## src/rtl/pipe_skid_reg.sv

```systemverilog
// Inter-stage pipeline register with valid/ready handshake and an optional 2-entry skid buffer.
// The payload is split into DATA, which holds on flush, and CTRL, which is zeroed whenever no entry is live.
module pipe_skid_reg #(
  parameter int DATA_W = 64,
  parameter int CTRL_W = 46,
  parameter int SKID   = 1
) (
  input  logic              clk,
  input  logic              rst_n,
  input  logic              flush,
  input  logic              in_valid,
  output logic              in_ready,
  input  logic [DATA_W-1:0] in_data,
  input  logic [CTRL_W-1:0] in_ctrl,
  output logic              out_valid,
  input  logic              out_ready,
  output logic [DATA_W-1:0] out_data,
  output logic [CTRL_W-1:0] out_ctrl,
  output logic [1:0]        out_count
);

  // Handshake: a transfer happens on an edge where valid & ready are both high.
  // The producer keeps its payload stable while valid is high and ready is low.

  // The state encoding equals the live-entry count, so out_count exposes the FSM state directly.
  typedef enum logic [1:0] {
    EMPTY = 2'd0,
    ONE   = 2'd1,
    FULL  = 2'd2
  } state_t;

  state_t              state_q, state_d;
  logic [DATA_W-1:0]   main_data_q, main_data_d;
  logic [CTRL_W-1:0]   main_ctrl_q, main_ctrl_d;
  logic [DATA_W-1:0]   skid_data_q, skid_data_d;
  logic [CTRL_W-1:0]   skid_ctrl_q, skid_ctrl_d;
  logic                push, pop;

  assign out_valid = (state_q != EMPTY);
  assign out_data  = main_data_q;
  assign out_ctrl  = main_ctrl_q;
  assign out_count = state_q;

  // With a skid buffer, ready depends only on registered state, so there is no out_ready -> in_ready path.
  assign in_ready = (SKID != 0) ? (state_q != FULL) : (!out_valid || out_ready);
  assign push     = in_valid && in_ready;
  assign pop      = out_valid && out_ready;

  always_comb begin
    state_d     = state_q;
    main_data_d = main_data_q;
    main_ctrl_d = main_ctrl_q;
    skid_data_d = skid_data_q;
    skid_ctrl_d = skid_ctrl_q;
    if (flush) begin
      state_d     = EMPTY;
      main_ctrl_d = '0;
      skid_ctrl_d = '0;
    end else begin
      case (state_q)
        EMPTY: begin
          if (push) begin
            state_d     = ONE;
            main_data_d = in_data;
            main_ctrl_d = in_ctrl;
          end
        end
        ONE: begin
          if (push && pop) begin
            main_data_d = in_data;
            main_ctrl_d = in_ctrl;
          end else if (push && (SKID != 0)) begin
            state_d     = FULL;
            skid_data_d = in_data;
            skid_ctrl_d = in_ctrl;
          end else if (pop) begin
            // Draining to empty zeroes ctrl so a downstream stage that ignores valid sees a bubble.
            state_d     = EMPTY;
            main_ctrl_d = '0;
          end
        end
        FULL: begin
          if (pop) begin
            state_d     = ONE;
            main_data_d = skid_data_q;
            main_ctrl_d = skid_ctrl_q;
            skid_ctrl_d = '0;
          end
        end
        default: begin
          state_d     = EMPTY;
          main_ctrl_d = '0;
          skid_ctrl_d = '0;
        end
      endcase
    end
  end

  always_ff @(posedge clk) begin
    if (!rst_n) begin
      state_q     <= EMPTY;
      main_data_q <= '0;
      main_ctrl_q <= '0;
      skid_data_q <= '0;
      skid_ctrl_q <= '0;
    end else begin
      state_q     <= state_d;
      main_data_q <= main_data_d;
      main_ctrl_q <= main_ctrl_d;
      skid_data_q <= skid_data_d;
      skid_ctrl_q <= skid_ctrl_d;
    end
  end

endmodule

```

## config.mk

```make
export PLATFORM = sky130hd
export DESIGN_NAME = pipe_skid_reg
export DESIGN_NICKNAME = d
export VERILOG_FILES = /design/src/rtl/pipe_skid_reg.sv
export SDC_FILE = /design/constraint.sdc
export NUM_CORES = 1
export LEC_CHECK = 0
export BUFFER_PORTS_ARGS = -buffer_cell sky130_fd_sc_hd__buf_2
export CAP_MARGIN = 10
export CORE_MARGIN = 5
export CORE_UTILIZATION = 30
export DETAILED_ROUTE_END_ITERATION = 8
export GPL_ROUTABILITY_DRIVEN = 0
export GPL_TIMING_DRIVEN = 1
export PLACE_DENSITY = 0.61
export REMOVE_ABC_BUFFERS = 1
export SLEW_MARGIN = 20
export SYNTH_ARGS = -nofsm -noshare
export SYNTH_HDL_FRONTEND = slang
export SYNTH_SLANG_ARGS = --single-unit
```

## constraint.sdc

```tcl
create_clock -name clk -period 1.7 [get_ports clk]
set_input_delay 0.255 -clock clk [delete_from_list [all_inputs] [get_ports clk]]
set_output_delay 0.255 -clock clk [all_outputs]
set_load 0.1 [all_outputs]
```

==> results.json, run 1 <==
{
  "outcome": "completed",
  "wirelength_um": 28400,
  "synthCells": 1077,
  "vdd_ir_drop_max_uv": 814,
  "required_ps": 1440,
  "ys_top_cells_by_area": "dfxtp_1 (48%), nand2_1 (12%), mux2_2 (7.8%)",
  "async_flop_share_pct": 0,
  "path_cells": "buf_6 -> or2_4 -> buf_12",
  "grt_pass1_wl_um": 44300,
  "numCtsBuffers": 25,
  "p_leak_nw": 5.09,
  "synth_edf_count": 0,
  "timing.hold.ws_ps": 26.6,
  "wl_per_cell_um": 15.8,
  "grt_max_degree": 159,
  "initial_utilization_pct": 30.4,
  "cpPeakStageDelay_ps": 360,
  "synth_ff_type": "dfxtp_1",
  "maxSlewHeadroom_pct": 58.1,
  "met1_usage_pct": 20.6,
  "worstPathArrival_ps": 1410,
  "rsz0062_at_grt": "no",
  "syn2layout_area_growth_pct": 39.3,
  "use_met3_pct": 4.05,
  "slowest_stage": "dfxtp_4",
  "final_area_mm2": 0.0129,
  "numPortBuffers": 228,
  "critPathKind": "flip-flop to output pin",
  "cp_max_fo": 5,
  "synth_cell_type_count": 32,
  "die_area_mm2": 0.0346,
  "vias_per_cell": 4.92,
  "cts_root_buffer": "clkbuf_16",
  "path_buf_inv": 2,
  "tightest_slew_ps": 629,
  "post-place-ws_ps": 89.4,
  "synth_common_cells": "nand2_1 (285), dfxtp_1 (222), o21ai_1 (100)",
  "layout-drive-gt1-share_pct": 28.1,
  "grt_pass1_vias": 8513,
  "placed_area_mm2": 0.0109,
  "cts_tree": "built",
  "busiest_layer": "met2",
  "finalCritPeriodShare_pct": 97.7,
  "firstDrtPassIters": 5,
  "grt.overflow.total": 0,
  "clock_path_buffers": 3,
  "synth_top_area_cell": "dfxtp_1",
  "dp_hpwl_um": 17300,
  "clk_latency_ps": 530,
  "setup_ws_ps": 39.1,
  "final_util_pct": 42.3,
  "core-area_mm2": 0.0306,
  "synth_warnings": 0,
  "antenna-diode-count": 0,
  "antenna_left": 0,
  "critPathCaptureType": "output pin",
  "io_pins": 229,
  "fin_nets": 1500,
  "worst_hold_path_type": "input port to flip-flop",
  "clock_sinks": 222,
  "grt_usage_pct": 15.5,
  "clk_pin_slew_ps": 60,
  "yosys.cell_count.top_type": "nand2_1",
  "hold_violations": 0,
  "route.vias.total": 8862,
  "setup_viol": 0,
  "period_minus_slack_ps": 1660,
  "chipHeight_um": 186,
  "ys_ff_latch": 222,
  "std_cell_rows": 64,
  "synth_area_mm2": 0.00930,
  "slew_viol_final": 0,
  "synth_top_area_share_pct": 47.8,
  "grt.met2_usage_pct": 25.4,
  "die_w_um": 186,
  "antenna_found_initial": 2,
  "crit_family": "flip-flops",
  "drc": 0,
  "synth_seq_area_share_pct": 47.8,
  "dr.first_iter.drc_count": 460,
  "crit_path_start_kind": "flip-flop",
  "power.density_mw_per_mm2": 991,
  "cts_htree_levels": 1,
  "avgSynthCellArea_um2": 8.63,
  "maxCapViolCount": 0,
  "fmax_ghz": 0.602,
  "skew_ps": 13.7
}
report_power, final:
group	internal, mW	switching (mW)	leakage (nW)
Clock	3.14	2.16	0.406
Combinational	0.631	1.49	2.88
Sequential	5.34	0.0795	1.80
layout by cell type (no fill, tap or decap), types with 10 or more instances in the layout:
cell / n
o21ai_1: 101
a21oi_1: 47
buf_12: 19
o211ai_1: 64
a21boi_1: 25
a21boi_0: 39
buf_4: 33
nand2_1: 285
o21ai_0: 10
dfxtp_1: 220
buf_2: 223
a22oi_1: 46
mux2_2: 64
clkbuf_8: 10
dlygate4sd3_1: 109
clkbuf_16: 25
nand3_1: 46
path summary, 6_finish.rpt:
path	slack [ps]	start	cells past startpoint	endpoint
worst min-delay path	30	in_ctrl[12]	3	skid_ctrl_q[12]
worst min register to register	440	out_ctrl[37]	2	out_ctrl[37]
worst max register to register	100	out_count[1]	6	out_data[8]
worst max-delay path	40	out_count[1]	3	out_valid
through the flow:
| step | power (mW) | cells | TNS, ps |
|---|---|---|---|
| finish | 12.8 | 1800 | 0 |
| global route | 13.3 | 1800 | 0 |
| CTS | 13.0 | 1788 | 0 |
| detailed placement | 7.44 | 1630 | 0 |
| global placement | 7.43 | 1630 | 0 |
| floorplan | 6.78 | 972 | -482130 |
registers in the layout, summed over array words and instances (netlist names):
signal,flops
out_data,64
skid_data_q,64
out_ctrl,46
skid_ctrl_q,46
out_count,2
repair_timing:
action                                  in CTS  in global routing
gates resized for setup                      8                  2
setup buffers                                3                 12
endpoints found under the setup margin       4                  8
pin swaps                                    1                  0
hold endpoints to repair                   117                  0
hold buffers                               109                  0
kinds of logic after synthesis:
family,after synthesis,synth area share [%]
AOI/OAI and AO/OA,338,23.1
buffers and inverters,105,6.02
DFF,222,47.8
muxes,65,7.86
and+or+nand+nor,347,15.2
worst min-delay path, delay by kind of cell:
family / cells / cell delay [ps]
compound gates: 1 / 60
buf+inv: 1 / 120
simple gates: 1 / 60
layer usage:
layer	wire, um	vias to the layer above	part of all wire, %
li1	-	4366	-
met1	12500	4159	44
met2	12900	297	45
met3	2460	36	8.7
met4	490	4	1.7
met5	14	-	0.049
area by class of cell:
cell class                 instances  area [um^2]
fill                            2979        17600
sequential                       222         4450
multi-input combinational        750         4330
timing repair buffer             386         2860
clock buffer                      40          782
tap                              396          495
clock inverter                     6         36.3
Note: power is estimated with default switching activity, not from simulation.
==> run 2, diff against run 1 <==
==> constraint.sdc (replaced) <==
create_clock -name clk -period 1.9 [get_ports clk]
set_input_delay 0.285 -clock clk [delete_from_list [all_inputs] [get_ports clk]]
set_output_delay 0.285 -clock clk [all_outputs]
set_load 0.1 [all_outputs]
==> run 2 against run 1 <==
Combinational power decreased by 16%. Sequential share of layout area is 2.1 points higher. Utilization decreased by 2.4 points. Critical path type unchanged. Critical endpoint unchanged.
==> results.json, run 2 (synthesis gave the netlist of run 1 again) <==
{
  "antenna_found_initial": 3,
  "crit_path_start_kind": "flip-flop",
  "critPathKind": "flip-flop to output pin",
  "setup_viol": 0,
  "wl_met1_um": 12700,
  "crit_family": "flip-flops",
  "initial_utilization_pct": 30.4,
  "cts_htree_levels": 1,
  "chipHeight_um": 186,
  "dr.first_iter.drc_count": 435,
  "layout-drive-gt1-share_pct": 28.4,
  "fmax_ghz": 0.545,
  "io_pins": 229,
  "wirelength_um": 28000,
  "numCtsBuffers": 25,
  "clock_sinks": 222,
  "grt_max_degree": 87,
  "cp_max_fo": 7,
  "route.vias.total": 8496,
  "firstDrtPassIters": 7,
  "grt.overflow.total": 0,
  "clock_path_buffers": 3,
  "post-place-ws_ps": 172,
  "maxCapViolCount": 0,
  "skew_ps": 10.6,
  "syn2layout_area_growth_pct": 31.3,
  "fin_nets": 1422,
  "cts_root_buffer": "clkbuf_16",
  "antenna-diode-count": 0,
  "tightest_slew_ps": 572,
  "vdd_ir_drop_max_uv": 617,
  "worstPathArrival_ps": 1550,
  "maxSlewHeadroom_pct": 61.9,
  "setup_ws_ps": 63.6,
  "final_area_mm2": 0.0122,
  "outcome": "completed",
  "core-area_mm2": 0.0306,
  "slowest_stage": "dfxtp_2",
  "p_leak_nw": 4.77,
  "die_w_um": 186,
  "grt_pass1_wl_um": 43800,
  "path_cells": "buf_4 -> or2_2 -> buf_6",
  "wl_met3_um": 2450,
  "grt_pass1_vias": 8252,
  "power.density_mw_per_mm2": 953,
  "antenna_left": 0,
  "highest_layer": "met5",
  "rsz0062_at_grt": "no",
  "wl_met2_um": 12200,
  "die_area_mm2": 0.0346,
  "required_ps": 1620,
  "clk_latency_ps": 520,
  "clk_pin_slew_ps": 60,
  "grt_usage_pct": 15.3,
  "instances_no_fill": 1718,
  "place_inst": 1626,
  "vias_per_cell": 4.95,
  "critPathCaptureType": "output pin",
  "cpPeakStageDelay_ps": 370,
  "numPortBuffers": 228,
  "most-common-layout-cells": "nand2_1 (285), buf_2 (224), dfxtp_1 (220), o21ai_1 (100)",
  "hold_violations": 0,
  "drc": 0,
  "period_minus_slack_ps": 1840,
  "worst_hold_path_type": "input port to flip-flop",
  "dp_hpwl_um": 17400,
  "final_common_cell": "nand2_1",
  "finalCritPeriodShare_pct": 96.7,
  "placed_area_mm2": 0.0108,
  "std_cell_rows": 64,
  "path_buf_inv": 2,
  "cts_tree": "built",
  "slew_viol_final": 0,
  "wl_per_cell_um": 16.3
}
-- run 2: timing repair --
| action | 4_1_cts | 5_1_grt |
|---|---|---|
| buffers inserted | 0 | 1 |
| gates cloned | 0 | 1 |
| hold buffers | 48 | 0 |
| hold endpoints to repair | 48 | 0 |
| resized for setup | 6 | 0 |
| setup endpoints to repair | 4 | 1 |
-- run 2: report_power, final --
| part | switching, mW | leakage [nW] | internal [mW] | total [mW] |
|---|---|---|---|---|
| clock | 1.94 | 0.420 | 3.07 | 5.01 |
| combinational | 1.31 | 2.55 | 0.470 | 1.78 |
| sequential | 0.0718 | 1.80 | 4.78 | 4.85 |
| total | 3.32 | 4.77 | 8.31 | 11.6 |
-- run 2: worst paths after layout --
kind,startpoint,to,slack [ps],cells after the start
max,out_count[1],out_valid,60,3
max reg2reg,out_count[1],out_ctrl[15],180,5
min,in_data[41],skid_data_q[41],30,3
min reg2reg,out_ctrl[38],out_ctrl[38],440,2
-- run 2: area by class of cell --
cell class                      count  area [um^2]
Timing Repair Buffer              308         2090
Tap cell                          396          495
Clock inverter                      8          121
Multi-Input combinational cell    750         4320
Sequential cell                   222         4450
Fill cell                        3087        18400
Clock buffer                       34          729
-- run 2: worst reg2reg max path, cell delays in order, from the launching register on --
cell and delay (ps):
dfxtp_2 370, and2b_1 310, and2_1 150, buf_4 450
a22oi_1 190, o21ai_1 170
-- run 2: layer usage --
| metal | up-vias | track usage [%] |
|---|---|---|
| met1 | 3976 | 20.7 |
| li1 | 4190 | - |
| met4 | 6 | 3.41 |
| met5 | - | 0 |
| met3 | 44 | 4.57 |
| met2 | 280 | 24.2 |
-- run 2: through the flow --
step / total power [mW] / TNS, ps / hold WS (ps) / utilization, %
6_report: 11.6 / 0 / 26.2 / 39.9
5_1_grt: 12.1 / 0 / 12.3 / 39.9
4_1_cts: 11.8 / -43.1 / 1.02 / 39.8
3_5_place_dp: 6.65 / 0 / 439 / 35.4
3_3_place_gp: 6.64 / 0 / 431 / 35.4
2_1_floorplan: 6.06 / -437420 / 358 / -
